===== src/rtl/shadow_pkg.sv =====
// ---------------------------------------------------------------------------
// shadow_pkg
//
// Shared definitions for the interrupt shadow-bank spill/fill controller.
//   NUM_SHADOW  : number of integer registers covered by the shadow bank
//   SHADOW_MAP  : shadow slot -> architectural register index
//   FRAME_BYTES : size in bytes of one saved stack frame for a given XLEN
//   spill_state_e : sequencing states of shadow_spill_ctrl
// ---------------------------------------------------------------------------
package shadow_pkg;

   localparam int NUM_SHADOW = 16;

   // Slot k of the shadow bank holds architectural register SHADOW_MAP[k].
   // The frame in memory is laid out in the same slot order.
   localparam logic [4:0] SHADOW_MAP [NUM_SHADOW] = '{
      5'd1,  5'd5,  5'd6,  5'd7,
      5'd10, 5'd11, 5'd12, 5'd13,
      5'd14, 5'd15, 5'd16, 5'd17,
      5'd28, 5'd29, 5'd30, 5'd31
   };

   // Bytes occupied by one full frame, used to undo the sp bump on mret.
   function automatic int FRAME_BYTES(input int xlen);
      return NUM_SHADOW * xlen / 8;
   endfunction

   typedef enum logic [3:0] {
      IDLE,
      SAVE,
      SPILL_REQ,
      SPILL_WAIT,
      FILL_REQ,
      FILL_WAIT,
      FILL_WB,
      SP_FIX,
      DONE
   } spill_state_e;

endpackage


===== src/rtl/shadow_spill_ctrl.sv =====
// ---------------------------------------------------------------------------
// shadow_spill_ctrl
//
// Sequences the integer-register shadow bank for fast interrupt entry/exit.
// Entry: one-cycle snapshot strobe (which also bumps sp in the regfile), then
// the 16 shadowed registers are stored to the new frame one request at a
// time. mret: the frame is loaded back word by word and written into the
// architectural registers through an arbitrated write port, then sp is
// restored to the value it had before the entry bump.
//
// Ports:
//   clk_i, rst_i                 clock, synchronous active-high reset
//   irq_entry_valid_i/ready_o    save-context handshake
//   mret_valid_i/ready_o         restore-context handshake
//   busy_o                       controller is not idle
//   done_o, err_o                end-of-operation pulse and its error flag
//   shadow_save_o, next_sp_i     snapshot strobe and post-bump sp
//   shadow_raddr_o, shadow_rdata_i  shadow bank read port (combinational)
//   req_* / rsp_*                single-outstanding load/store port
//   rf_we_o, rf_gnt_i, rf_waddr_o, rf_wdata_o  arbitrated regfile write
// ---------------------------------------------------------------------------
module shadow_spill_ctrl #(
   parameter int XLEN       = 64,
   parameter int NUM_SHADOW = 16,
   parameter int SP_REG     = 2
) (
   input  logic            clk_i,
   input  logic            rst_i,
   input  logic            irq_entry_valid_i,
   output logic            irq_entry_ready_o,
   input  logic            mret_valid_i,
   output logic            mret_ready_o,
   output logic            busy_o,
   output logic            done_o,
   output logic            err_o,
   output logic            shadow_save_o,
   input  logic [XLEN-1:0] next_sp_i,
   output logic [3:0]      shadow_raddr_o,
   input  logic [XLEN-1:0] shadow_rdata_i,
   output logic            req_valid_o,
   input  logic            req_ready_i,
   output logic            req_we_o,
   output logic [XLEN-1:0] req_addr_o,
   output logic [XLEN-1:0] req_wdata_o,
   input  logic            rsp_valid_i,
   input  logic [XLEN-1:0] rsp_rdata_i,
   input  logic            rsp_err_i,
   output logic            rf_we_o,
   input  logic            rf_gnt_i,
   output logic [4:0]      rf_waddr_o,
   output logic [XLEN-1:0] rf_wdata_o
);

   import shadow_pkg::*;

   localparam logic [3:0]      LAST_IDX   = 4'(NUM_SHADOW - 1);
   localparam logic [XLEN-1:0] WORD_BYTES = XLEN'(XLEN / 8);
   localparam logic [XLEN-1:0] FRAME_SIZE = XLEN'(FRAME_BYTES(XLEN));

   spill_state_e    state;
   logic [3:0]      idx;
   logic [XLEN-1:0] base;
   logic            err;
   logic [XLEN-1:0] rdata;
   logic [XLEN-1:0] slot_addr;

   // Address of the current slot within the frame; wraps naturally at
   // 2^XLEN because the adder is exactly XLEN bits wide.
   assign slot_addr = base + XLEN'(idx) * WORD_BYTES;

   // Main sequencer. A simultaneous entry and mret in IDLE resolves to entry
   // since entry is checked first and mret_ready_o is gated off by it.
   // Responses are only consumed in the *_WAIT states, so a stray or late
   // response (e.g. one that arrives after a reset) has no effect.
   always_ff @(posedge clk_i) begin
      if (rst_i) begin
         state <= IDLE;
         idx   <= '0;
         base  <= '0;
         err   <= 1'b0;
         rdata <= '0;
      end else begin
         case (state)
            IDLE: begin
               if (irq_entry_valid_i) begin
                  state <= SAVE;
               end else if (mret_valid_i) begin
                  state <= FILL_REQ;
                  idx   <= '0;
                  err   <= 1'b0;
               end
            end
            SAVE: begin
               base  <= next_sp_i;
               idx   <= '0;
               err   <= 1'b0;
               state <= SPILL_REQ;
            end
            SPILL_REQ: begin
               if (req_ready_i) state <= SPILL_WAIT;
            end
            SPILL_WAIT: begin
               if (rsp_valid_i) begin
                  err <= err | rsp_err_i;
                  if (idx == LAST_IDX) begin
                     state <= DONE;
                  end else begin
                     idx   <= idx + 4'd1;
                     state <= SPILL_REQ;
                  end
               end
            end
            FILL_REQ: begin
               if (req_ready_i) state <= FILL_WAIT;
            end
            FILL_WAIT: begin
               if (rsp_valid_i) begin
                  rdata <= rsp_rdata_i;
                  err   <= err | rsp_err_i;
                  state <= FILL_WB;
               end
            end
            FILL_WB: begin
               if (rf_gnt_i) begin
                  if (idx == LAST_IDX) begin
                     state <= SP_FIX;
                  end else begin
                     idx   <= idx + 4'd1;
                     state <= FILL_REQ;
                  end
               end
            end
            SP_FIX: begin
               if (rf_gnt_i) state <= DONE;
            end
            DONE: begin
               state <= IDLE;
            end
            default: begin
               state <= IDLE;
            end
         endcase
      end
   end

   // Handshake outputs. mret is held off whenever an entry is being offered
   // so the core never sees both accepted in the same cycle.
   assign irq_entry_ready_o = (state == IDLE);
   assign mret_ready_o      = (state == IDLE) && !irq_entry_valid_i;
   assign busy_o            = (state != IDLE);
   assign shadow_raddr_o    = idx;

   // State-decoded datapath outputs. Everything not owned by the current
   // state is driven to zero. Request fields derive only from base/idx and
   // the shadow bank read at idx, so they stay stable while a request waits
   // for req_ready_i.
   always_comb begin
      done_o        = 1'b0;
      err_o         = 1'b0;
      shadow_save_o = 1'b0;
      req_valid_o   = 1'b0;
      req_we_o      = 1'b0;
      req_addr_o    = '0;
      req_wdata_o   = '0;
      rf_we_o       = 1'b0;
      rf_waddr_o    = '0;
      rf_wdata_o    = '0;
      case (state)
         SAVE: begin
            shadow_save_o = 1'b1;
         end
         SPILL_REQ: begin
            req_valid_o = 1'b1;
            req_we_o    = 1'b1;
            req_addr_o  = slot_addr;
            req_wdata_o = shadow_rdata_i;
         end
         FILL_REQ: begin
            req_valid_o = 1'b1;
            req_addr_o  = slot_addr;
         end
         FILL_WB: begin
            rf_we_o    = 1'b1;
            rf_waddr_o = SHADOW_MAP[idx];
            rf_wdata_o = rdata;
         end
         SP_FIX: begin
            rf_we_o    = 1'b1;
            rf_waddr_o = 5'(SP_REG);
            rf_wdata_o = base + FRAME_SIZE;
         end
         DONE: begin
            done_o = 1'b1;
            err_o  = err;
         end
         default: begin
         end
      endcase
   end

endmodule


===== config.mk =====
export PLATFORM = sky130hd
export DESIGN_NAME = shadow_spill_ctrl
export DESIGN_NICKNAME = d
export VERILOG_FILES = /design/src/rtl/shadow_pkg.sv /design/src/rtl/shadow_spill_ctrl.sv
export SDC_FILE = /design/constraint.sdc
export NUM_CORES = 1
export LEC_CHECK = 0
export CORE_AREA = 2 2 159 161
export DETAILED_ROUTE_END_ITERATION = 7
export DIE_AREA = 0 0 161 163
export PLACE_DENSITY = 0.74
export SYNTH_ARGS = -nofsm -noshare
export SYNTH_HDL_FRONTEND = slang
export SYNTH_SLANG_ARGS = --single-unit

===== constraint.sdc =====
create_clock -name clk_i -period 8.5 [get_ports clk_i]
set_input_delay 1.7 -clock clk_i [delete_from_list [all_inputs] [get_ports clk_i]]
set_output_delay 1.7 -clock clk_i [all_outputs]
set_load 0.01 [all_outputs]

==> reports/qor.csv, run 1 <==
stage;metric;value;unit
critical_path;cp_cell_sequence;ha_1, nand3_2, nor2_1, nand3_1, or4b_1, nand3_1, clkdlybuf4s50_1;
die;die-area;26200;um^2
critical_path;path_delay_family;simple AND/OR/NAND/NOR gates;
critical_path;required;6.80;ns
clocking;clockBufferDepth;2;
route;vias;11100;
clocking;cts_root_buf;clkbuf_16;
critical_path;cp_slowest_cell;or4b_1;
pwr;p_leak;0.00464;uW
global_route;globalRouteTotalUtil;28.8;%
clocking;numCtsBuffers;17;
sta;setup-tns-final;0;ns
logic_synthesis;yosysSeqAreaShare;29.2;%
logic_synthesis;ys_types;69;
global_route;antenna_found_initial;5;
critical_path;cp_max_fo;12;
critical_path;crit_arrival;3.95;ns
die;core;24700;um^2
logic_synthesis;syn-num-nets;1561;
status;status;finished, final reports clean;
clocking;cts_setup_buffers;0;
global_route;grt.overflow.total;0;
logic_synthesis;synth_edf_count;0;
sta;fin_skew;0.0103;ns
cells_and_area;drive_gt1_share;5.41;%
pwr;p_per_area;200;nW/um^2
sta;fmax;177;MHz
cells_and_area;postLayoutCellArea;14100;um^2
run;drv_cap;0;
logic_synthesis;synth_flop_cell;dfxtp_1;
critical_path;end_kind;primary output;
sta;finalMaxSlewViolations;0;
route;drt_pass1_iterations;6;
logic_synthesis;ys_ff_latch;137;
place;placed_area;13500;um^2
sta;finalCritPeriodShare;66.5;%
place;hpwl;28.8;mm
global_route;grt_pass1_wl;59.5;mm
cells_and_area;area_growth;50.3;%
sta;finalCriticalPeriod;5.65;ns
clocking;cts_num_sinks;137;
logic_synthesis;synth_area_per_cell;6.97;um^2
clocking;cts.htree.levels;4;
hold_path;min_path_type;flop to flop;
clocking;cts_hold_buffers;0;
clocking;cts_resized;0;
die;io-pin-count;410;
cells_and_area;nNetsFinal;1881;
route;postRouteAntennaNets;0;
route;drc_errors;0;
clocking;path_clk_slew;0.06;ns
place;portBuffers;409;
global_route;grt_pass1_vias;10500;
critical_path;setup.worst_path.class;flop to primary output;
sta;tightest_slew;1.04;ns
clocking;cts_tree;built;
critical_path;cp_slowest_stage_delay;0.66;ns
die;row_count;58;
critical_path;crit_top_cell;nand3_1;
global_route;grt_max_degree;88;
pwr;vdd_ir_drop_max;0.000282;V
sta;setup_viol;0;
place;place_congestion;0.931;
route;wl_per_cell;19.4;um
route;vias_per_cell;5.49;
critical_path;crit_path_start_kind;flop;
sta;rsz0062_at_grt;false;
route;drt_iter0_markers;895;
route;wl;39.0;mm
sta;hold_violations;0;
die;initial_core_util;38.1;%
cells_and_area;fillers;2366;
logic_synthesis;synthCells;1349;
logic_synthesis;syn_area;9400;um^2
logic_synthesis;synthArstFlopShare;0;%
critical_path;critPathBufInv;1;
sta;slew-limit-headroom;30.6;%
clocking;clkLatencyLatePin;0.42;ns
die;die_h;163;um
die;die_x;161;um
logic_synthesis;yosysWarnings;0;
[registers in the layout, indices dropped and copies added (netlist names)]
| signal | count |
|---|---|
| shadow_raddr_o | 4 |
| rdata | 64 |
| state | 4 |
| err | 1 |
| base | 64 |
[routing by layer]
metal	vias to the layer above	share of wire (%)	track usage (%)
met1	5182	42	37.2
met5	-	0.062	0
met3	76	9.3	7.51
li1	5258	-	-
met4	4	2.9	9.86
met2	539	46	46.8
[cells in the final DEF (no fill, tap or decap), types with 5 or more instances in the layout]
cell               n
xnor2_1           19
dfxtp_1          137
mux2_2             5
nand2b_1           5
nor4_2             7
xor2_1            58
clkbuf_16         17
nand3_1           44
nand2_1          356
or4_1             15
or3_1             19
buf_4             15
nand3b_1           5
o211ai_1           7
nand4_1           39
a21oi_1          155
o21ai_0           56
a211oi_1           7
a22o_1             9
nor2_1            74
nor4_1             7
and2_1            73
o31ai_1            9
nor3_1            12
nand4_4            5
inv_1             12
and3_1             6
ha_1              11
clkdlybuf4s50_1  408
nor4_4             5
[through the flow]
stage	setup WS, ns	utilization (%)	hold slack, ns	total power [uW]	std cells
3_3_place_gp	3.50	54.8	0.442	2040	1980
4_1_cts	2.84	57.2	0.455	2840	2012
3_5_place_dp	3.33	54.8	0.447	2060	1980
2_1_floorplan	4.30	-	0.428	1520	1349
5_1_grt	2.57	57.2	0.468	2980	2012
6_report	2.85	57.2	0.456	2830	2016
[worst register-to-register path: stages, from the launching register on]
cell and delay [ns]:
dfxtp_1 0.71, xnor2_1 0.21, or3_2 0.59, buf_4 0.46
clkinv_1 0.56, a2111oi_0 0.56, a211oi_1 0.09
[synth_stat cells (9+ instances only)]
master | number | area (um^2)
or3_1 | 21 | 131
nand3_1 | 45 | 225
nand2_1 | 356 | 1340
nor3_1 | 12 | 60.1
a22o_1 | 9 | 78.8
o31ai_1 | 9 | 67.6
or4_1 | 15 | 113
clkbuf_1 | 69 | 259
and2_1 | 73 | 457
buf_1 | 11 | 41.3
inv_1 | 13 | 48.8
xnor2_1 | 19 | 166
ha_1 | 11 | 138
a21oi_1 | 155 | 776
buf_2 | 34 | 170
nor2_1 | 75 | 282
dfxtp_1 | 137 | 2740
nand4_1 | 39 | 244
o21ai_0 | 56 | 280
xor2_1 | 58 | 508
[power breakdown]
group          total (uW)  switching [uW]  leakage, uW  internal [uW]
registers             934             199      0.00111            735
clock network         776             311     0.000289            465
logic                1120             626      0.00324            495
[final cells by class]
class	count	area, um^2	area share, %
Timing Repair Buffer	423	4200	29.7
Sequential cell	137	2740	19.4
Inverter	14	52.6	0.372
Clock inverter	13	168	1.19
Clock buffer	19	433	3.06
Antenna cell	4	10.0	0.0709
Multi-Input combinational cell	1076	6110	43.3
Tap cell	330	413	2.92
[cells by family (layout without fill, tap and decap cells)]
family                     count (synthesis)  after routing  synth area share [%]
and+or+nand+nor                          705            705                  38.1
AOI/OAI and AO/OA                        276            276                  17.0
DFF                                      137            137                  29.2
buffers and inverters                    136            469                  6.18
xor gates and xnor gates                  77             77                  7.17
adders and majority gates                 12             12                  1.68
muxes                                      6              6                 0.705
other                                      0              4                     0
[final timing paths]
kind	from	to	slack, ns	cells past startpoint
setup / recovery	base[7]	rf_wdata_o[53]	2.85	7
hold / removal	rdata[3]	rdata[3]	0.46	2
setup reg to reg	state[1]	state[0]	5.15	6
hold reg to reg	rdata[3]	rdata[3]	0.46	2
Power figures use the tool's default switching activity.
==> run 2: changes to the inputs <==
- PLACE_DENSITY: 0.74 -> 0.77
- clock period: 8.5 -> 5.2 ns (I/O delays scaled with it)
==> run 2 against run 1 <==
  * Worst hold slack gained 0.0017 ns
  * Combinational power grew 63%
  * First-iteration DRC count is 2.2% higher
  * Global-route usage decreased by 0.26 points
  * Sequential power increased by 64%
  * Via count shrank 0.73%
  * Die area unchanged
  * Cell count is 0.15% higher
==> reports/qor.csv, run 2 (synthesis gave the netlist of run 1 again) <==
stage;metric;value;unit;change
status;status;finished, final reports clean;;unchanged
clocking;cts.htree.levels;4;;unchanged
route;drt_iter0_markers;915;;was 895
route;postRouteAntennaNets;0;;unchanged
sta;finalCritPeriodShare;90.1;%;
critical_path;required;4.16;ns;was 6.80 ns
cells_and_area;mostFrequentLayoutCell;clkdlybuf4s50_1;;unchanged
sta;finalMaxSlewViolations;0;;unchanged
cells_and_area;top_regs;base x64, rdata x64;;unchanged
clocking;clockBufferDepth;2;;unchanged
die;io-pin-count;410;;unchanged
sta;finalCriticalPeriod;4.69;ns;
pwr;vdd_ir_drop_max;0.000227;V;was 0.000282 V
pwr;seqPwrFrac;33.4;%;was 33.0%
sta;holdWs;0.458;ns;was 0.456 ns
critical_path;setup.worst_path.class;flop to primary output;;unchanged
route;met3_length;3.42;mm;was 3.63 mm
place;place_congestion;0.939;;was 0.931
critical_path;cp_max_fo;13;;was 12
clocking;path_clk_slew;0.06;ns;about the same
route;vias_per_cell;5.44;;was 5.49
die;die_h;163;um;unchanged
route;drc_errors;0;;unchanged
pwr;combPwrFrac;40.1;%;was 39.6%
global_route;grt_pass1_wl;58.7;mm;was 59.5 mm
cells_and_area;nNetsFinal;1887;;was 1881
clocking;cts_num_sinks;137;;unchanged
global_route;grt_pass1_vias;10400;;was 10500
die;row_count;58;;unchanged
global_route;grt.overflow.total;0;;unchanged
pwr;p_leak;0.00465;uW;was 0.00464 uW
global_route;globalRouteTotalUtil;28.6;%;was 28.8%
cells_and_area;postLayoutCellArea;14200;um^2;was 14100 um^2
run;drv_cap;0;;unchanged
die;core;24700;um^2;unchanged
critical_path;crit_path_start_kind;flop;;unchanged
place;hpwl;29.5;mm;was 28.8 mm
clocking;clkLatencyLatePin;0.43;ns;was 0.42 ns
cells_and_area;drive_gt1_share;5.81;%;was 5.41%
die;die-area;26200;um^2;unchanged
sta;hold_violations;0;;unchanged
route;met1_length;16.5;mm;was 16.4 mm
pwr;clkPwrFrac;26.5;%;was 27.4%
route;drt_pass1_iterations;5;;was 6
clocking;cts_hold_buffers;0;;unchanged
clocking;cts_setup_buffers;0;;unchanged
pwr;swShare;40.4;%;was 40.1%
clocking;cts_tree;built;;unchanged
global_route;grt_max_degree;84;;was 88
sta;setup-tns-final;0;ns;unchanged
die;initial_core_util;38.1;%;unchanged
route;wl_met2;18.2;mm;was 17.9 mm
pwr;p_per_area;323;nW/um^2;was 200 nW/um^2
pwr;power.internal;2720;uW;was 1700 uW
sta;setup_viol;0;;unchanged
pwr;total_power;4570;uW;was 2830 uW
place;placed_area;13600;um^2;was 13500 um^2
clocking;cts_resized;0;;unchanged
die;die_x;161;um;unchanged
global_route;antenna_found_initial;6;;was 5
route;vias;11000;;was 11100
pwr;power_switching;1850;uW;was 1140 uW
route;wl_per_cell;19.3;um;was 19.4 um
sta;slew-limit-headroom;36.1;%;was 30.6%
critical_path;crit_arrival;3.65;ns;was 3.95 ns
sta;tightest_slew;0.955;ns;was 1.04 ns
sta;fmax;213;MHz;
critical_path;end_kind;primary output;;unchanged
clocking;numCtsBuffers;17;;unchanged
cells_and_area;area_growth;50.7;%;was 50.3%
sta;fin_skew;0.00584;ns;was 0.0103 ns
hold_path;min_path_type;flop to flop;;unchanged
place;portBuffers;409;;unchanged
route;wl;38.9;mm;was 39.0 mm
route;highest_layer;met5;;unchanged
clocking;cts_root_buf;clkbuf_16;;unchanged
sta;rsz0062_at_grt;false;;unchanged
cells_and_area;final_cell_mix;clkdlybuf4s50_1 (408), nand2_1 (356), a21oi_1 (155), dfxtp_1 (137), nor2_1 (74);;unchanged
==> run 2: metrics by stage <==
step / utilization, % / std cells / setup WS, ns
2_1_floorplan: - / 1349 / 1.66
3_3_place_gp: 55.1 / 1986 / 1.07
3_5_place_dp: 55.1 / 1986 / 0.964
4_1_cts: 57.4 / 2017 / 0.492
5_1_grt: 57.4 / 2018 / 0.266
6_report: 57.4 / 2019 / 0.515
==> run 2: per-layer routing <==
metal	vias to the layer above	track usage [%]
li1	5283	-
met1	5106	36.9
met2	529	47.0
met3	52	7.31
met4	8	8.56
met5	-	0
==> run 2: worst max-delay path: stages (launching register included) <==
cell,delay (ns)
dfxtp_1,0.47
ha_1,0.26
inv_1,0.07
fa_1,0.40
nand2b_1,0.18
a21oi_1,0.13
buf_4,0.22
nand4_1,0.30
or4_1,0.48
nand2_1,0.15
clkdlybuf4s50_1,0.56
==> run 2: area by class of cell <==
cell class | count | area [um^2]
Multi-Input combinational cell | 1076 | 6110
Clock buffer | 17 | 425
Tap cell | 330 | 413
Clock inverter | 14 | 153
Fill cell | 2323 | 10500
Antenna cell | 2 | 5.00
Sequential cell | 137 | 2740
Timing Repair Buffer | 429 | 4270
Inverter | 14 | 52.6
==> run 2: worst paths after layout <==
| kind | slack, ns | endpoint | cells past startpoint | start |
|---|---|---|---|---|
| worst max-delay path | 0.51 | req_addr_o[55] | 10 | shadow_raddr_o[0] |
| worst min-delay path | 0.46 | rdata[13] | 2 | rdata[13] |
| worst max register to register | 2.24 | state[0] | 6 | state[1] |
| worst min register to register | 0.46 | rdata[13] | 2 | rdata[13] |
==> run 2: power groups by stage <==
stage | registers, uW | clock network, uW | logic (uW)
finish | 1530 | 1210 | 1830
global route | 1550 | 1270 | 1980
CTS | 1510 | 1230 | 1840
detailed placement | 1540 | 0 | 1820
global placement | 1530 | 0 | 1820
floorplan | 1310 | 0 | 1160
==> run 3: changes to the inputs <==
- CTS_CLUSTER_DIAMETER: not set -> 50
- MAX_ROUTING_LAYER: not set -> met4
- SKIP_LAST_GASP: not set -> 1
==> run 3 against run 2 <==
  * First-iteration DRC count grew 8.9%
  * Clock power grew 7%
  * Clock skew increased by 0.0045 ns
  * Critical endpoint is now req_addr_o[59]
  * Sequential share of layout area about the same
  * Count of clock-buffer cells in the layout up 2
  * Cell count barely moved
  * Critical path depth unchanged
  * Sequential cell count unchanged
  * Register-to-register slack worse by 0.03 ns
  * Worst setup slack got worse by 0.047 ns
==> reports/qor.csv, run 3 (synthesis gave the netlist of run 1 again) <==
stage;metric;value;unit;change
die;die_h;163;um;unchanged
clocking;cts.htree.levels;4;;unchanged
cells_and_area;final_cell_mix;clkdlybuf4s50_1 (408), nand2_1 (356), a21oi_1 (155), dfxtp_1 (137), nor2_1 (74);;unchanged
global_route;grt_pass1_vias;10500;;was 10400
clocking;cts_setup_buffers;0;;unchanged
critical_path;crit_path_start_kind;flop;;unchanged
route;met3_length;3.23;mm;was 3.42 mm
die;die_x;161;um;unchanged
die;core;24700;um^2;unchanged
route;wl;39.4;mm;was 38.9 mm
global_route;grt_max_degree;75;;was 84
cells_and_area;area_growth;51.0;%;was 50.7%
clocking;cts_root_buf;clkbuf_16;;unchanged
hold_path;min-delay-start;rdata[13];;unchanged
route;drt_iter0_markers;996;;was 915
clocking;cts_num_sinks;137;;unchanged
critical_path;worstReg2RegEnd;state[0];;unchanged
cells_and_area;fin_cells;2021;;was 2019
critical_path;setup.worst_path.class;flop to primary output;;unchanged
place;dp_worst_setup_slack;0.946;ns;was 0.964 ns
pwr;p_leak;0.00468;uW;was 0.00465 uW
place;dp_cells;1986;;unchanged
sta;setup-tns-final;0;ns;unchanged
die;io-pin-count;410;;unchanged
pwr;p_per_area;328;nW/um^2;was 323 nW/um^2
global_route;grt.overflow.total;0;;unchanged
critical_path;crit_arrival;3.69;ns;was 3.65 ns
critical_path;rr_startpoint;state[1];;unchanged
clocking;numCtsBuffers;17;;unchanged
sta;tightest_slew;0.876;ns;was 0.955 ns
route;vias_per_cell;5.51;;was 5.44
pwr;vdd_ir_drop_max;0.000265;V;was 0.000227 V
critical_path;r2r_slack;2.21;ns;was 2.24 ns
run;drv_cap;0;;unchanged
route;drc_errors;0;;unchanged
cells_and_area;nNetsFinal;1887;;unchanged
critical_path;reg2regPathDepth;5;;was 6
clocking;clkLatencyLatePin;0.43;ns;about the same
sta;fin_skew;0.0103;ns;was 0.00584 ns
die;initial_core_util;38.1;%;unchanged
status;status;finished, final reports clean;;unchanged
route;met1_length;16.9;mm;was 16.5 mm
clocking;path_clk_slew;0.06;ns;about the same
sta;finalCritPeriodShare;91.0;%;was 90.1%
hold_path;whs_path_depth;2;;unchanged
place;placed_area;13600;um^2;about the same
cells_and_area;mostFrequentLayoutCell;clkdlybuf4s50_1;;unchanged
cells_and_area;postLayoutCellArea;14200;um^2;about the same
place;portBuffers;409;;unchanged
route;wl_met2;18.1;mm;was 18.2 mm
route;vias;11100;;was 11000
place;hpwl;29.6;mm;was 29.5 mm
sta;slew-limit-headroom;41.4;%;was 36.1%
sta;finalMaxSlewViolations;0;;unchanged
clocking;cts_resized;0;;unchanged
clocking;cts_hold_buffers;0;;unchanged
cells_and_area;drive_gt1_share;5.81;%;about the same
route;postRouteAntennaNets;0;;unchanged
sta;setup_viol;0;;unchanged
route;wl_per_cell;19.5;um;was 19.3 um
sta;finalCriticalPeriod;4.73;ns;was 4.69 ns
critical_path;end_kind;primary output;;unchanged
sta;hold_violations;0;;unchanged
global_route;globalRouteTotalUtil;29.8;%;was 28.6%
cells_and_area;top_regs;base x64, rdata x64;;unchanged
route;highest_layer;met4;;was met5
sta;fmax;211;MHz;was 213 MHz
route;drt_pass1_iterations;7;;was 5
die;row_count;58;;unchanged
hold_path;min_path_type;flop to flop;;unchanged
place;place_congestion;0.964;;was 0.939
critical_path;required;4.16;ns;about the same
clocking;clockBufferDepth;2;;unchanged
sta;rsz0062_at_grt;false;;unchanged
die;die-area;26200;um^2;unchanged
hold_path;min_to;rdata[13];;unchanged
clocking;cts_tree;built;;unchanged
global_route;antenna_found_initial;3;;was 6
sta;setup_slack;0.468;ns;was 0.515 ns
critical_path;cp_max_fo;13;;unchanged
global_route;grt_pass1_wl;59.6;mm;was 58.7 mm
==> run 3: worst max-delay path by stage <==
stage / end / slack (ns) / cells after the start / from
after floorplan: req_addr_o[29] / 1.66 / 9 / shadow_raddr_o[0]
after global placement: req_addr_o[59] / 1.04 / 10 / shadow_raddr_o[0]
after detailed placement: req_addr_o[59] / 0.95 / 10 / shadow_raddr_o[0]
after CTS: req_addr_o[59] / 0.47 / 10 / shadow_raddr_o[0]
after global routing: req_addr_o[59] / 0.28 / 10 / shadow_raddr_o[0]
final: req_addr_o[59] / 0.47 / 10 / shadow_raddr_o[0]
==> run 3: report_power, final <==
part	internal, uW	switching (uW)
registers	1200	330
clock network	773	515
logic	813	1030
==> run 3: final cells by class <==
cell class | instances | area (um^2)
antenna | 3 | 7.51
clock buffer | 19 | 443
clock inverter | 13 | 170
fill | 2315 | 10500
inverter | 14 | 52.6
multi-input combinational | 1076 | 6110
sequential | 137 | 2740
tap | 330 | 413
timing repair buffer | 429 | 4250
==> run 3: critical path, stage by stage (launching register included) <==
cell and delay, ns:
dfxtp_1 0.47, ha_1 0.25, inv_1 0.07, fa_1 0.40, nand2b_1 0.18, a21oi_1 0.13, buf_4 0.22, nand4_1 0.30
or3_1 0.41, a21oi_1 0.24, clkdlybuf4s50_1 0.58
==> run 3: metal layers <==
layer | track usage (%) | vias up
li1 | - | 5273
met1 | 38.3 | 5222
met2 | 46.7 | 549
met3 | 5.88 | 89
met4 | 10.7 | 0
met5 | - | -
==> run 3: through the flow <==
stage,util (%),power (uW),hold slack [ns]
floorplan,-,2480,0.428
global placement,55.0,3350,0.442
detailed placement,55.0,3370,0.447
CTS,57.5,4660,0.456
global route,57.5,4890,0.466
finish,57.5,4660,0.455
